File: src/rtl/cpu6_trap_ctrl_pkg.sv
// Shared constants and state encodings for the cpu6 trap sequencer.
// Supplies a default CPU6_XLEN when the shared defines have not been read.
`ifndef CPU6_XLEN
`define CPU6_XLEN 32
`endif

package cpu6_trap_ctrl_pkg;

  localparam int unsigned CPU6_XLEN_P = `CPU6_XLEN;

  localparam int unsigned CPU6_MCAUSE_ILLINSTR = 2;
  localparam int unsigned CPU6_MCAUSE_MTI      = 7;
  localparam int unsigned CPU6_MCAUSE_MEI      = 11;

  typedef enum logic [2:0] {
    CPU6_TRAP_IDLE     = 3'd0,
    CPU6_TRAP_DRAIN    = 3'd1,
    CPU6_TRAP_COMMIT   = 3'd2,
    CPU6_TRAP_REDIRECT = 3'd3,
    CPU6_TRAP_RET      = 3'd4
  } trap_state_e;

endpackage

File: src/rtl/cpu6_trap_ctrl_if.sv
// Pipeline flush/redirect handshake between the trap sequencer (master)
// and the fetch/commit pipeline (slave).
`ifndef CPU6_XLEN
`define CPU6_XLEN 32
`endif

interface cpu6_trap_ctrl_if #(
  parameter int unsigned XLEN = `CPU6_XLEN
);
  logic            flush_req;
  logic            flush_ack;
  logic            excp_flush_pc_ena;
  logic [XLEN-1:0] excp_flush_pc;

  modport master (
    output flush_req,
    output excp_flush_pc_ena,
    output excp_flush_pc,
    input  flush_ack
  );

  modport slave (
    input  flush_req,
    input  excp_flush_pc_ena,
    input  excp_flush_pc,
    output flush_ack
  );
endinterface

File: src/rtl/cpu6_trap_ctrl_irq_sync.sv
// Reset-to-0 multi-flop synchronizer for the asynchronous external irq level.
// SYNC_STAGES must be at least 2.
module cpu6_irq_sync #(
  parameter int unsigned SYNC_STAGES = 2
) (
  input  logic clk,
  input  logic rst_n,
  input  logic d,
  output logic q
);

  logic [SYNC_STAGES-1:0] sync_q;

  always_ff @(posedge clk or negedge rst_n) begin
    if (!rst_n) begin
      sync_q <= '0;
    end else begin
      sync_q <= {sync_q[SYNC_STAGES-2:0], d};
    end
  end

  always_comb q = sync_q[SYNC_STAGES-1];

endmodule

File: src/rtl/cpu6_trap_ctrl.sv
// cpu6 trap sequencer: arbitrates trap sources, drains the pipeline, writes
// mepc/mcause, stacks mstatus and redirects fetch; also sequences mret.
// Optional macro CPU6_TRAP_VECTORED_EN enables vectored interrupt handlers.
module cpu6_trap_ctrl
  import cpu6_trap_ctrl_pkg::*;
#(
  parameter int unsigned SYNC_STAGES = 2,
  parameter int unsigned XLEN        = `CPU6_XLEN
) (
  input  logic              clk,
  input  logic              reset,
  input  logic [XLEN-1:0]   excp_pc,
  input  logic              excp_pc_vld,
  input  logic              excp_illinstr,
  input  logic              mret_req,
  input  logic              tmr_irq_r,
  input  logic              ext_irq,
  input  logic              csr_mtie_r,
  input  logic              csr_meie_r,
  input  logic [XLEN-1:0]   csr_mtvec,
  input  logic [XLEN-1:0]   csr_mepc,
  cpu6_trap_ctrl_if.master  flush_if,
  output logic              excp_mepc_ena,
  output logic [XLEN-1:0]   excp_mepc,
  output logic              excp_mcause_ena,
  output logic [XLEN-1:0]   excp_mcause,
  output logic              mstatus_mie,
  output logic              mstatus_mpie,
  output logic              trap_busy
);

  trap_state_e     state;
  logic            ext_sync;
  logic            irq_ext;
  logic            irq_tmr;
  logic            take_ill;
  logic            take_ext;
  logic            take_tmr;
  logic            take_ret;
  logic [XLEN-1:0] cause_nxt;
  logic [XLEN-1:0] handler;
  logic            flush_req_q;
  logic            flush_pc_ena_q;

  cpu6_irq_sync #(
    .SYNC_STAGES(SYNC_STAGES)
  ) u_irq_sync (
    .clk   (clk),
    .rst_n (reset),
    .d     (ext_irq),
    .q     (ext_sync)
  );

  // Fixed priority: illinstr > ext irq > timer irq > mret, all gated by excp_pc_vld.
  always_comb begin
    irq_ext   = mstatus_mie & ext_sync & csr_meie_r;
    irq_tmr   = mstatus_mie & tmr_irq_r & csr_mtie_r;
    take_ill  = excp_pc_vld & excp_illinstr;
    take_ext  = excp_pc_vld & ~excp_illinstr & irq_ext;
    take_tmr  = excp_pc_vld & ~excp_illinstr & ~irq_ext & irq_tmr;
    take_ret  = excp_pc_vld & mret_req & ~excp_illinstr & ~irq_ext & ~irq_tmr;
    cause_nxt = '0;
    if (take_ill) begin
      cause_nxt = XLEN'(CPU6_MCAUSE_ILLINSTR);
    end else if (take_ext) begin
      cause_nxt = {1'b1, (XLEN-1)'(CPU6_MCAUSE_MEI)};
    end else if (take_tmr) begin
      cause_nxt = {1'b1, (XLEN-1)'(CPU6_MCAUSE_MTI)};
    end
  end

`ifdef CPU6_TRAP_VECTORED_EN
  // Only mode 2'b01 with an interrupt cause vectors; 2'b1x falls back to direct.
  always_comb begin
    handler = {csr_mtvec[XLEN-1:2], 2'b00};
    if (csr_mtvec[1:0] == 2'b01 && excp_mcause[XLEN-1]) begin
      handler = {csr_mtvec[XLEN-1:2], 2'b00} + {excp_mcause[XLEN-3:0], 2'b00};
    end
  end
`else
  logic unused_mtvec_mode;
  always_comb begin
    handler           = {csr_mtvec[XLEN-1:2], 2'b00};
    unused_mtvec_mode = ^csr_mtvec[1:0];
  end
`endif

  // Target is muxed live so csr_mtvec/csr_mepc are sampled in the strobe cycle itself.
  always_comb begin
    flush_if.flush_req         = flush_req_q;
    flush_if.excp_flush_pc_ena = flush_pc_ena_q;
    flush_if.excp_flush_pc     = '0;
    case (state)
      CPU6_TRAP_REDIRECT: flush_if.excp_flush_pc = handler;
      CPU6_TRAP_RET:      flush_if.excp_flush_pc = csr_mepc;
      default:            flush_if.excp_flush_pc = '0;
    endcase
    trap_busy = (state != CPU6_TRAP_IDLE);
  end

  always_ff @(posedge clk or negedge reset) begin
    if (!reset) begin
      state           <= CPU6_TRAP_IDLE;
      flush_req_q     <= 1'b0;
      flush_pc_ena_q  <= 1'b0;
      excp_mepc_ena   <= 1'b0;
      excp_mcause_ena <= 1'b0;
      excp_mepc       <= '0;
      excp_mcause     <= '0;
      mstatus_mie     <= 1'b0;
      mstatus_mpie    <= 1'b0;
    end else begin
      excp_mepc_ena   <= 1'b0;
      excp_mcause_ena <= 1'b0;
      flush_pc_ena_q  <= 1'b0;
      case (state)
        CPU6_TRAP_IDLE: begin
          if (take_ill || take_ext || take_tmr) begin
            state       <= CPU6_TRAP_DRAIN;
            flush_req_q <= 1'b1;
            excp_mepc   <= excp_pc;
            excp_mcause <= cause_nxt;
          end else if (take_ret) begin
            state          <= CPU6_TRAP_RET;
            flush_pc_ena_q <= 1'b1;
          end
        end
        CPU6_TRAP_DRAIN: begin
          if (flush_if.flush_ack) begin
            state           <= CPU6_TRAP_COMMIT;
            flush_req_q     <= 1'b0;
            excp_mepc_ena   <= 1'b1;
            excp_mcause_ena <= 1'b1;
          end
        end
        CPU6_TRAP_COMMIT: begin
          mstatus_mpie   <= mstatus_mie;
          mstatus_mie    <= 1'b0;
          state          <= CPU6_TRAP_REDIRECT;
          flush_pc_ena_q <= 1'b1;
        end
        CPU6_TRAP_REDIRECT: begin
          state <= CPU6_TRAP_IDLE;
        end
        CPU6_TRAP_RET: begin
          mstatus_mie  <= mstatus_mpie;
          mstatus_mpie <= 1'b1;
          state        <= CPU6_TRAP_IDLE;
        end
        default: begin
          state <= CPU6_TRAP_IDLE;
        end
      endcase
    end
  end

endmodule

File: src/flat_wrapper.sv
// flat-port wrapper written by rule: the top's interface ports become plain ports
module cpu6_trap_ctrl_flat import cpu6_trap_ctrl_pkg::*;
#(
  parameter int unsigned SYNC_STAGES = 2,
  parameter int unsigned XLEN        = `CPU6_XLEN
)
  (clk, reset, excp_pc, excp_pc_vld, excp_illinstr, mret_req, tmr_irq_r, ext_irq, csr_mtie_r, csr_meie_r, csr_mtvec, csr_mepc, excp_mepc_ena, excp_mepc, excp_mcause_ena, excp_mcause, mstatus_mie, mstatus_mpie, trap_busy, flush_if_flush_req, flush_if_excp_flush_pc_ena, flush_if_excp_flush_pc, flush_if_flush_ack);
  cpu6_trap_ctrl_if #(.XLEN(XLEN)) flush_if_i ();
  input  logic clk;
  input  logic reset;
  input  logic [XLEN-1:0] excp_pc;
  input  logic excp_pc_vld;
  input  logic excp_illinstr;
  input  logic mret_req;
  input  logic tmr_irq_r;
  input  logic ext_irq;
  input  logic csr_mtie_r;
  input  logic csr_meie_r;
  input  logic [XLEN-1:0] csr_mtvec;
  input  logic [XLEN-1:0] csr_mepc;
  output logic excp_mepc_ena;
  output logic [XLEN-1:0] excp_mepc;
  output logic excp_mcause_ena;
  output logic [XLEN-1:0] excp_mcause;
  output logic mstatus_mie;
  output logic mstatus_mpie;
  output logic trap_busy;
  output wire logic [$bits(flush_if_i.flush_req)-1:0] flush_if_flush_req;
  output wire logic [$bits(flush_if_i.excp_flush_pc_ena)-1:0] flush_if_excp_flush_pc_ena;
  output wire logic [$bits(flush_if_i.excp_flush_pc)-1:0] flush_if_excp_flush_pc;
  input wire logic [$bits(flush_if_i.flush_ack)-1:0] flush_if_flush_ack;
  assign flush_if_flush_req = flush_if_i.flush_req;
  assign flush_if_excp_flush_pc_ena = flush_if_i.excp_flush_pc_ena;
  assign flush_if_excp_flush_pc = flush_if_i.excp_flush_pc;
  assign flush_if_i.flush_ack = flush_if_flush_ack;
  cpu6_trap_ctrl #(.SYNC_STAGES(SYNC_STAGES), .XLEN(XLEN)) u_core (.clk(clk), .reset(reset), .excp_pc(excp_pc), .excp_pc_vld(excp_pc_vld), .excp_illinstr(excp_illinstr), .mret_req(mret_req), .tmr_irq_r(tmr_irq_r), .ext_irq(ext_irq), .csr_mtie_r(csr_mtie_r), .csr_meie_r(csr_meie_r), .csr_mtvec(csr_mtvec), .csr_mepc(csr_mepc), .flush_if(flush_if_i), .excp_mepc_ena(excp_mepc_ena), .excp_mepc(excp_mepc), .excp_mcause_ena(excp_mcause_ena), .excp_mcause(excp_mcause), .mstatus_mie(mstatus_mie), .mstatus_mpie(mstatus_mpie), .trap_busy(trap_busy));
endmodule
File: config.mk
export PLATFORM = sky130hd
export DESIGN_NAME = cpu6_trap_ctrl_flat
export DESIGN_NICKNAME = d
export VERILOG_FILES = /design/src/rtl/cpu6_trap_ctrl_pkg.sv /design/src/rtl/cpu6_trap_ctrl_if.sv /design/src/rtl/cpu6_trap_ctrl_irq_sync.sv /design/src/rtl/cpu6_trap_ctrl.sv /design/src/flat_wrapper.sv
export SDC_FILE = /design/constraint.sdc
export NUM_CORES = 1
export LEC_CHECK = 0
export CAP_MARGIN = 20
export CORE_ASPECT_RATIO = 1.1
export CORE_MARGIN = 2
export CORE_UTILIZATION = 35
export CTS_CLUSTER_DIAMETER = 200
export DETAILED_ROUTE_END_ITERATION = 10
export GPL_ROUTABILITY_DRIVEN = 0
export PLACE_DENSITY_LB_ADDON = 0.15
export RECOVER_POWER = 25
export SLEW_MARGIN = 20
export SYNTH_ARGS = -nofsm -noshare
export SYNTH_HDL_FRONTEND = slang
export SYNTH_HIERARCHICAL = 1
export SYNTH_SLANG_ARGS = --single-unit
export TNS_END_PERCENT = 30
File: constraint.sdc
create_clock -name clk -period 2.85 [get_ports clk]
set_input_delay 0.285 -clock clk [delete_from_list [all_inputs] [get_ports clk]]
set_output_delay 0.285 -clock clk [all_outputs]
set_load 0.1 [all_outputs]
Word-level counts from Yosys, hierarchy flattened --
Index checks and enable logic that the tools add are counted.
Storage, ports and cells: bits in registers 74, input port bits 106, word-level logic and storage cells 59
Cells by class: equality and inequality tests 7, mux-type cells 18, bitwise gates (word level) 16, reductions and logical operators 9
Operator list (number):
- $mux W32 | 3
- $pmux W32 S2 | 1
- $and A1 B1 Y1 | 13
- $mux W3 | 3
- $pmux W3 S3 | 1
- $pmux W1 S2 | 4
- $eq A3 B2 Y1 const B | 2
- $mux W1 | 6
- $reduce_and A2 Y1 | 2
- $reduce_bool A2 Y1 | 2
- $eq A3 B1 Y1 const B | 1
- $eq A3 B3 Y1 const B | 1
- $logic_not A3 Y1 | 1
- $ne A3 B1 Y1 const B | 1
- $not A1 Y1 | 3
- $reduce_and A3 Y1 | 1
- $reduce_bool A3 Y1 | 1
- $logic_or A1 B1 Y1 | 2
- $ne A2 B1 Y1 const B | 1
- $ne A2 B2 Y1 const B | 1

Logic depth before layout (Yosys ltp) --
Gate-level depths: netlist of run 1.
depth after elaboration 8, mapped depth 6

By module --
The synthesis of run 1 kept the hierarchy.
Modules (own cells, without submodules):
- cpu6_trap_ctrl | instances 1, cells each 197, area each 2478.6 µm², seq. area each 1101.1 µm²
- cpu6_irq_sync | instances 1, cells each 2, area each 50.0 µm², seq. area each 50.0 µm²

Worst setup path after synthesis of run 1 --
Ideal clock, no wire load.
path kind flip-flop to output port, start register u_core.state[2], end output flush_if_excp_flush_pc[10], arrival 1.882 ns, required time 2.565 ns, path slack 0.683 ns, stages on the path, launching flop included 6, buffers on the path 2, cell sequence dfrtp_1 > buf_6 > inv_1 > nor3_1 > clkbuf_1 > a22o_1
Between the ends: longest elaborated chain between the ends 2, elaborated cells on any way between the ends 3, classes of those cells 2 x eq/ne; 1 x mux
Ends and longest elaborated chain:
- from (decl) | line cpu6_trap_ctrl.sv:32 | trap_state_e state;
- from (signal assigned) | line cpu6_trap_ctrl.sv:103 | state <= CPU6_TRAP_IDLE;
- from (signal assigned) | line cpu6_trap_ctrl.sv:119 | state <= CPU6_TRAP_DRAIN;
- from (signal assigned) | line cpu6_trap_ctrl.sv:124 | state <= CPU6_TRAP_RET;
- $eq A3 B3 Y1 or $eq A3 B2 Y1 (tied branches) | line cpu6_trap_ctrl.sv:93 | case (state)
- $pmux W32 S2 * | line cpu6_trap_ctrl.sv:93
- to (decl) | line flat_wrapper.sv:30 | output wire logic [$bits(flush_if_i.excp_flush_pc)-1:0] flush_if_excp_flush_pc;
Mark *: on every way between the ends. The rest lies on a longest branch, timed or not.

Worst setup path after layout of run 1 --
Same ends and word-level chain as after synthesis.

==> flow_metrics.env, run 1 <==
export IMPL_seq_area_frac_synth=0.4552
export IMPL_drv_cap=0
export IMPL_num_antenna_cells=0
export IMPL_netlist_instances=199
export IMPL_grt_overflow=0
export IMPL_final_layout_size_suffix_gt1_frac=0.3422
export IMPL_worstPathArrival_ns=1.95
export IMPL_numCtsBuffers=5
export IMPL_tritoncts="yes"
export IMPL_grt_pass1_vias=2215
export IMPL_ant_nets=0
export IMPL_slowest_delay_ns=0.54
export IMPL_avgViaCountPerCell=4.704
export IMPL_pin_count=209
export IMPL_path_cells="inv_1 -> nor3_2 -> buf_4 -> a22o_1 -> buf_12"
export IMPL_slowest_stage="dfrtp_1"
export IMPL_regArea_um2=1151
export IMPL_multi_input_area_um2=1131
export IMPL_r2r_cells=5
export IMPL_ctsHoldBuffers=0
export IMPL_grt_pass1_wl_um=11250
export IMPL_clock_tree_root_cell="clkbuf_8"
export IMPL_r2r_start="u_core/state[0]$_DFFE_PN0P_"
export IMPL_stdcell_area_um2=4531
export IMPL_final_common_cell="clkdlybuf4s50_1"
export IMPL_htree_levels=2
export IMPL_cp_top_family="buffers and inverters"
export IMPL_final_cell_mix="clkdlybuf4s50_1 (102), buf_4 (50), dfrtp_1 (46)"
export IMPL_worstMarginPinSlew_ns=0.5890
export IMPL_clock_path_buffers=2
export IMPL_critPathLaunchType="register"
export IMPL_die_width_um=85.05
export IMPL_routed_wl_um=7326
export IMPL_drt_wirelength_per_cell_um=15.96
export IMPL_synth_seq_cells=46
export IMPL_syn_to_final_growth_pct=79.17
export IMPL_initial_core_util=0.3609
export IMPL_finalSetupTns_ns=0
export IMPL_dp_slack_ns=0.7194
export IMPL_cp_required_ns=2.57
export IMPL_slew_viol_final=0
export IMPL_numClockSinks=46
export IMPL_period_needed_ns=2.232
export IMPL_die_area_um2=7922
export IMPL_grt_max_degree=47
export IMPL_whs_ns=-0.01383
export IMPL_failed_checks="hold timing"
export IMPL_fp_dieH_um=93.15
export IMPL_status="finished, violations left"
export IMPL_post_route_period_util=0.7831
export IMPL_port_buffers=179
export IMPL_clk_pin_slew_ns=0.08
export IMPL_utilization=0.6466
export IMPL_drc_errors=0
export IMPL_r2r_slack_ns=0.89
export IMPL_core_area_um2=7007
export IMPL_slew_limit_headroom=0.6073
export IMPL_nets=479
export IMPL_startpoint="u_core/state[2]$_DFFE_PN0P_"
export IMPL_cts_setup_buffers=0
export IMPL_yosys_warnings=6
export IMPL_dpl_instance_area_um2=4422
export IMPL_setup_ws_ns=0.6181
export IMPL_fmax_mhz=448.1
export IMPL_rsz0062_at_grt="false"
export IMPL_clk_latency_ns=0.29
export IMPL_path_max_fanout=30
export IMPL_setup_violations_final=0
export IMPL_grt_use_total=0.1788
export IMPL_endpoint_kind="output pin"
export IMPL_via_count=2159
export IMPL_syn_area_um2=2529
export IMPL_hpwl_um=5941
export IMPL_finalHoldViolations=12
export IMPL_r2r_end="u_core/excp_mepc[16]$_DFFE_PN0P_"
export IMPL_row_count=32
export IMPL_critPathKind="reg2out"
export IMPL_cts_resized=0
export IMPL_worst_path_buf_inv=3
export IMPL_synth_cell_types=35
export IMPL_drt_iter0_drc=77
export IMPL_firstDrtPassIters=4
export IMPL_hp_class="in2async"
export IMPL_fin_skew_ns=0.007631
export IMPL_grt_antenna_before_repair=0
export IMPL_fillers=571
export IMPL_syn_area_per_cell_um2=12.71
[metrics by stage]
stage / std cells / hold slack [ns]
after global placement: 451 / 0.3327
final: 459 / -0.01383
after floorplan: 225 / -0.01059
after detailed placement: 451 / 0.3381
after CTS: 459 / 0.1999
after global routing: 459 / 0.01811
[cells by family after synthesis]
| family | count (synthesis) | share of synthesized area |
|---|---|---|
| flip-flops | 46 | 0.4552 |
| buffers and inverters | 47 | 0.1381 |
| other | 1 | 0.001483 |
| multiplexers | 32 | 0.1841 |
| AO/OA/AOI/OAI | 55 | 0.1732 |
| AND/OR/NAND/NOR | 18 | 0.04799 |
[layout make-up]
class	count	share of cell area
inverters	5	0.004142
well taps	85	0.02347
repair buffers	183	0.4452
clock inverters	1	0.006628
flip-flops and latches	46	0.2541
clock buffers	7	0.01685
multi-input cells	132	0.2497
[worst max path at each step]
stage | depth (start not counted) | to | slack [ns]
floorplan | 5 | flush_if_excp_flush_pc[10] | 0.68
global placement | 6 | u_core/excp_mepc[18]$_DFFE_PN0P_ | 0.73
detailed placement | 6 | u_core/excp_mepc[17]$_DFFE_PN0P_ | 0.72
CTS | 5 | flush_if_excp_flush_pc[10] | 0.60
global route | 5 | flush_if_excp_flush_pc[10] | 0.47
finish | 5 | flush_if_excp_flush_pc[10] | 0.62
[synthesized netlist by cell type]
master     number  area, µm²
a22oi_1         3      22.52
and3_1          3      18.77
buf_4          29      217.7
or2_2           2      12.51
and3_2          2      15.01
nand2_1         1      3.750
a22o_2          1      10.01
o21bai_1        1      7.510
mux2_4         28      420.4
o211ai_1        1      7.510
a31oi_1         2      12.51
o32ai_1         1      8.760
o21ai_0         4      20.02
inv_1           5      18.77
o22ai_1         1      6.260
clkbuf_1        8      30.03
o2bb2ai_1       1      8.760
or3_2           1      7.510
o211a_1         2      20.02
buf_6           2      22.52
nand2b_1        1      6.260
a22o_1         30      262.8
conb_1          1      3.750
mux2_2          4      45.04
a21o_1          1      7.510
a2111oi_0       1      8.760
a211oi_1        1      7.510
nor3_1          2      10.01
nor2_1          3      11.26
buf_12          3      60.06
o31ai_1         1      7.510
nor4b_4         1      23.77
nor2b_1         2      12.51
a21oi_1         4      20.02
dfrtp_1        46       1151
[metal layers]
metal / routed length, µm / up-vias / track usage
li1: - / 1017 / -
met1: 2718 / 1028 / 0.2074
met2: 3930 / 110 / 0.3242
met3: 616 / 4 / 0.04943
met4: 61 / 0 / 0.04365
met5: 0 / - / 0
[flip-flops by register name, summed over array words and instances, names as in the netlist]
| register | flops |
|---|---|
| u_core/flush_if.excp_flush_pc_ena | 1 |
| u_core/excp_mepc | 32 |
| u_core/mstatus_mie | 1 |
| u_core/state | 3 |
| u_core/mstatus_mpie | 1 |
| u_core/flush_if.flush_req | 1 |
| u_core/excp_mcause | 4 |
| u_core/u_irq_sync/sync_q | 2 |
| u_core/excp_mcause_ena | 1 |
Power of run 1 is left out: the tool's default activity adds up to more than one toggle a clock period on the data nets, which glitch-free logic cannot reach.
==> run 2: changes to the inputs <==
CORE_UTILIZATION = 33   (was 35)
clock period = 2.1 ns   (was 2.85 ns; I/O delays follow)
==> flow_metrics.env, run 2 (synthesized netlist as in run 1, its figures left out) <==
export IMPL_hpwl_um=5918
export IMPL_initial_core_util=0.3402
export IMPL_clk_latency_ns=0.30
export IMPL_grt_use_total=0.1671
export IMPL_cts_resized=0
export IMPL_r2r_end="u_core/excp_mepc[18]$_DFFE_PN0P_"
export IMPL_die_width_um=87.46
export IMPL_status="complete, no violations"
export IMPL_post_route_period_util=0.9280
export IMPL_hp_class="in2async"
export IMPL_slowest_stage="dfrtp_1"
export IMPL_worstMarginPinSlew_ns=1.135
export IMPL_syn_to_final_growth_pct=82.38
export IMPL_final_common_cell="clkdlybuf4s50_1"
export IMPL_period_needed_ns=1.949
export IMPL_grt_max_degree=47
export IMPL_grt_pass1_vias=2032
export IMPL_drc_errors=0
export IMPL_grt_antenna_before_repair=0
export IMPL_worstPathArrival_ns=1.74
export IMPL_clock_tree_root_cell="clkbuf_8"
export IMPL_regMostFlops="u_core/excp_mepc"
export IMPL_final_cell_mix="clkdlybuf4s50_1 (101), buf_4 (52), dfrtp_1 (46)"
export IMPL_largest_register_ffs=32
export IMPL_critPathLaunchType="register"
export IMPL_core_area_um2=7432
export IMPL_slew_limit_headroom=0.2435
export IMPL_finalHoldViolations=0
export IMPL_grt_pass1_wl_um=10890
export IMPL_finalSetupTns_ns=0
export IMPL_slew_viol_final=0
export IMPL_routed_wl_um=7451
export IMPL_setup_violations_final=0
export IMPL_fin_skew_ns=0.008872
export IMPL_path_cells="inv_1 -> nor3_2 -> buf_4 -> a22o_1 -> buf_12"
export IMPL_cp_top_family="buffers and inverters"
export IMPL_drv_cap=0
export IMPL_cp_required_ns=1.89
export IMPL_num_antenna_cells=0
export IMPL_path_depth=5
export IMPL_row_count=33
export IMPL_nets=487
export IMPL_ant_nets=0
export IMPL_drt_wirelength_per_cell_um=15.92
export IMPL_fin_cells=468
export IMPL_die_area_um2=8380
export IMPL_cp_endpoint="flush_if_excp_flush_pc[11]"
export IMPL_cts_setup_buffers=0
export IMPL_r2r_cells=4
export IMPL_pin_count=209
export IMPL_critPathKind="reg2out"
export IMPL_fp_dieH_um=95.81
export IMPL_drt_iter0_drc=79
export IMPL_endpoint_kind="output pin"
export IMPL_fmax_mhz=513.1
export IMPL_tritoncts="yes"
export IMPL_path_max_fanout=16
export IMPL_slowest_delay_ns=0.43
export IMPL_numClockSinks=46
export IMPL_numCtsBuffers=5
export IMPL_port_buffers=179
export IMPL_numPlacedInstances=461
export IMPL_via_count=2168
export IMPL_ctsHoldBuffers=0
export IMPL_reg_top3="u_core/excp_mepc x32, u_core/excp_mcause x4, u_core/state x3"
export IMPL_clock_path_buffers=2
export IMPL_fillers=610
export IMPL_htree_levels=2
export IMPL_rsz0062_at_grt="false"
export IMPL_r2r_start="u_core/state[0]$_DFFE_PN0P_"
export IMPL_r2r_slack_ns=0.30
export IMPL_avgViaCountPerCell=4.632
export IMPL_grt_overflow=0
export IMPL_final_layout_size_suffix_gt1_frac=0.3570
export IMPL_worst_path_buf_inv=3
export IMPL_clk_pin_slew_ns=0.09
export IMPL_whs_ns=0.2121
export IMPL_firstDrtPassIters=4
export IMPL_startpoint="u_core/state[2]$_DFFE_PN0P_"
-- run 2: cell count changes in the layout (fill, tap and decap cells not counted), sizes merged --
cell           delta
buf               +7
clkdlybuf4s50     -1
clkinvlp          +1
dlygate4sd3       +1
bufinv            -1
-- run 2: through the flow --
| step | cell area [µm²] | util | worst slack [ns] |
|---|---|---|---|
| after floorplan | 2626 | - | 0.007679 |
| after global placement | 4534 | 0.6101 | 0.1605 |
| after detailed placement | 4534 | 0.6101 | 0.1315 |
| after CTS | 4614 | 0.6209 | 0.1508 |
| after global routing | 4612 | 0.6205 | 0.03916 |
| final | 4612 | 0.6205 | 0.1512 |
-- run 2: worst min path at each step --
stage,start,end,slack [ns],cells past startpoint
floorplan,reset,u_core/excp_mcause[0]$_DFFE_PN0P_,-0.09,0
global placement,reset,u_core/excp_mepc[25]$_DFFE_PN0P_,0.34,2
detailed placement,reset,u_core/excp_mepc[25]$_DFFE_PN0P_,0.34,2
CTS,reset,u_core/excp_mepc[25]$_DFFE_PN0P_,0.01,2
global route,reset,u_core/excp_mepc[25]$_DFFE_PN0P_,0.31,2
finish,reset,u_core/excp_mepc[23]$_DFFE_PN0P_,0.21,2
-- run 2: area by class of cell --
type / instances / area [µm²] / share of cell area
Clock inverter: 1 / 7.507 / 0.001628
Clock buffer: 6 / 72.57 / 0.01574
Tap cell: 87 / 108.9 / 0.02360
Sequential cell: 46 / 1151 / 0.2496
Inverter: 5 / 18.77 / 0.004069
Timing Repair Buffer: 191 / 2122 / 0.4601
Multi-Input combinational cell: 132 / 1131 / 0.2453
-- run 2: routing by layer --
metal	track usage	share of wire	vias up	routed length, µm
met1	0.2306	0.42	1049	3108
li1	-	-	1036	-
met5	0	0	-	0
met3	0.02916	0.050	3	376
met2	0.2715	0.53	80	3937
met4	0.04231	0.0039	0	29
Power of run 2 is left out for the same reason.
==> run 3: changes to the inputs <==
SLEW_MARGIN = 10   (was 20)
==> results of run 3 <==
The final DEF is identical to that of run 2; final timing and power are the same.
Power of run 3 is left out for the same reason.
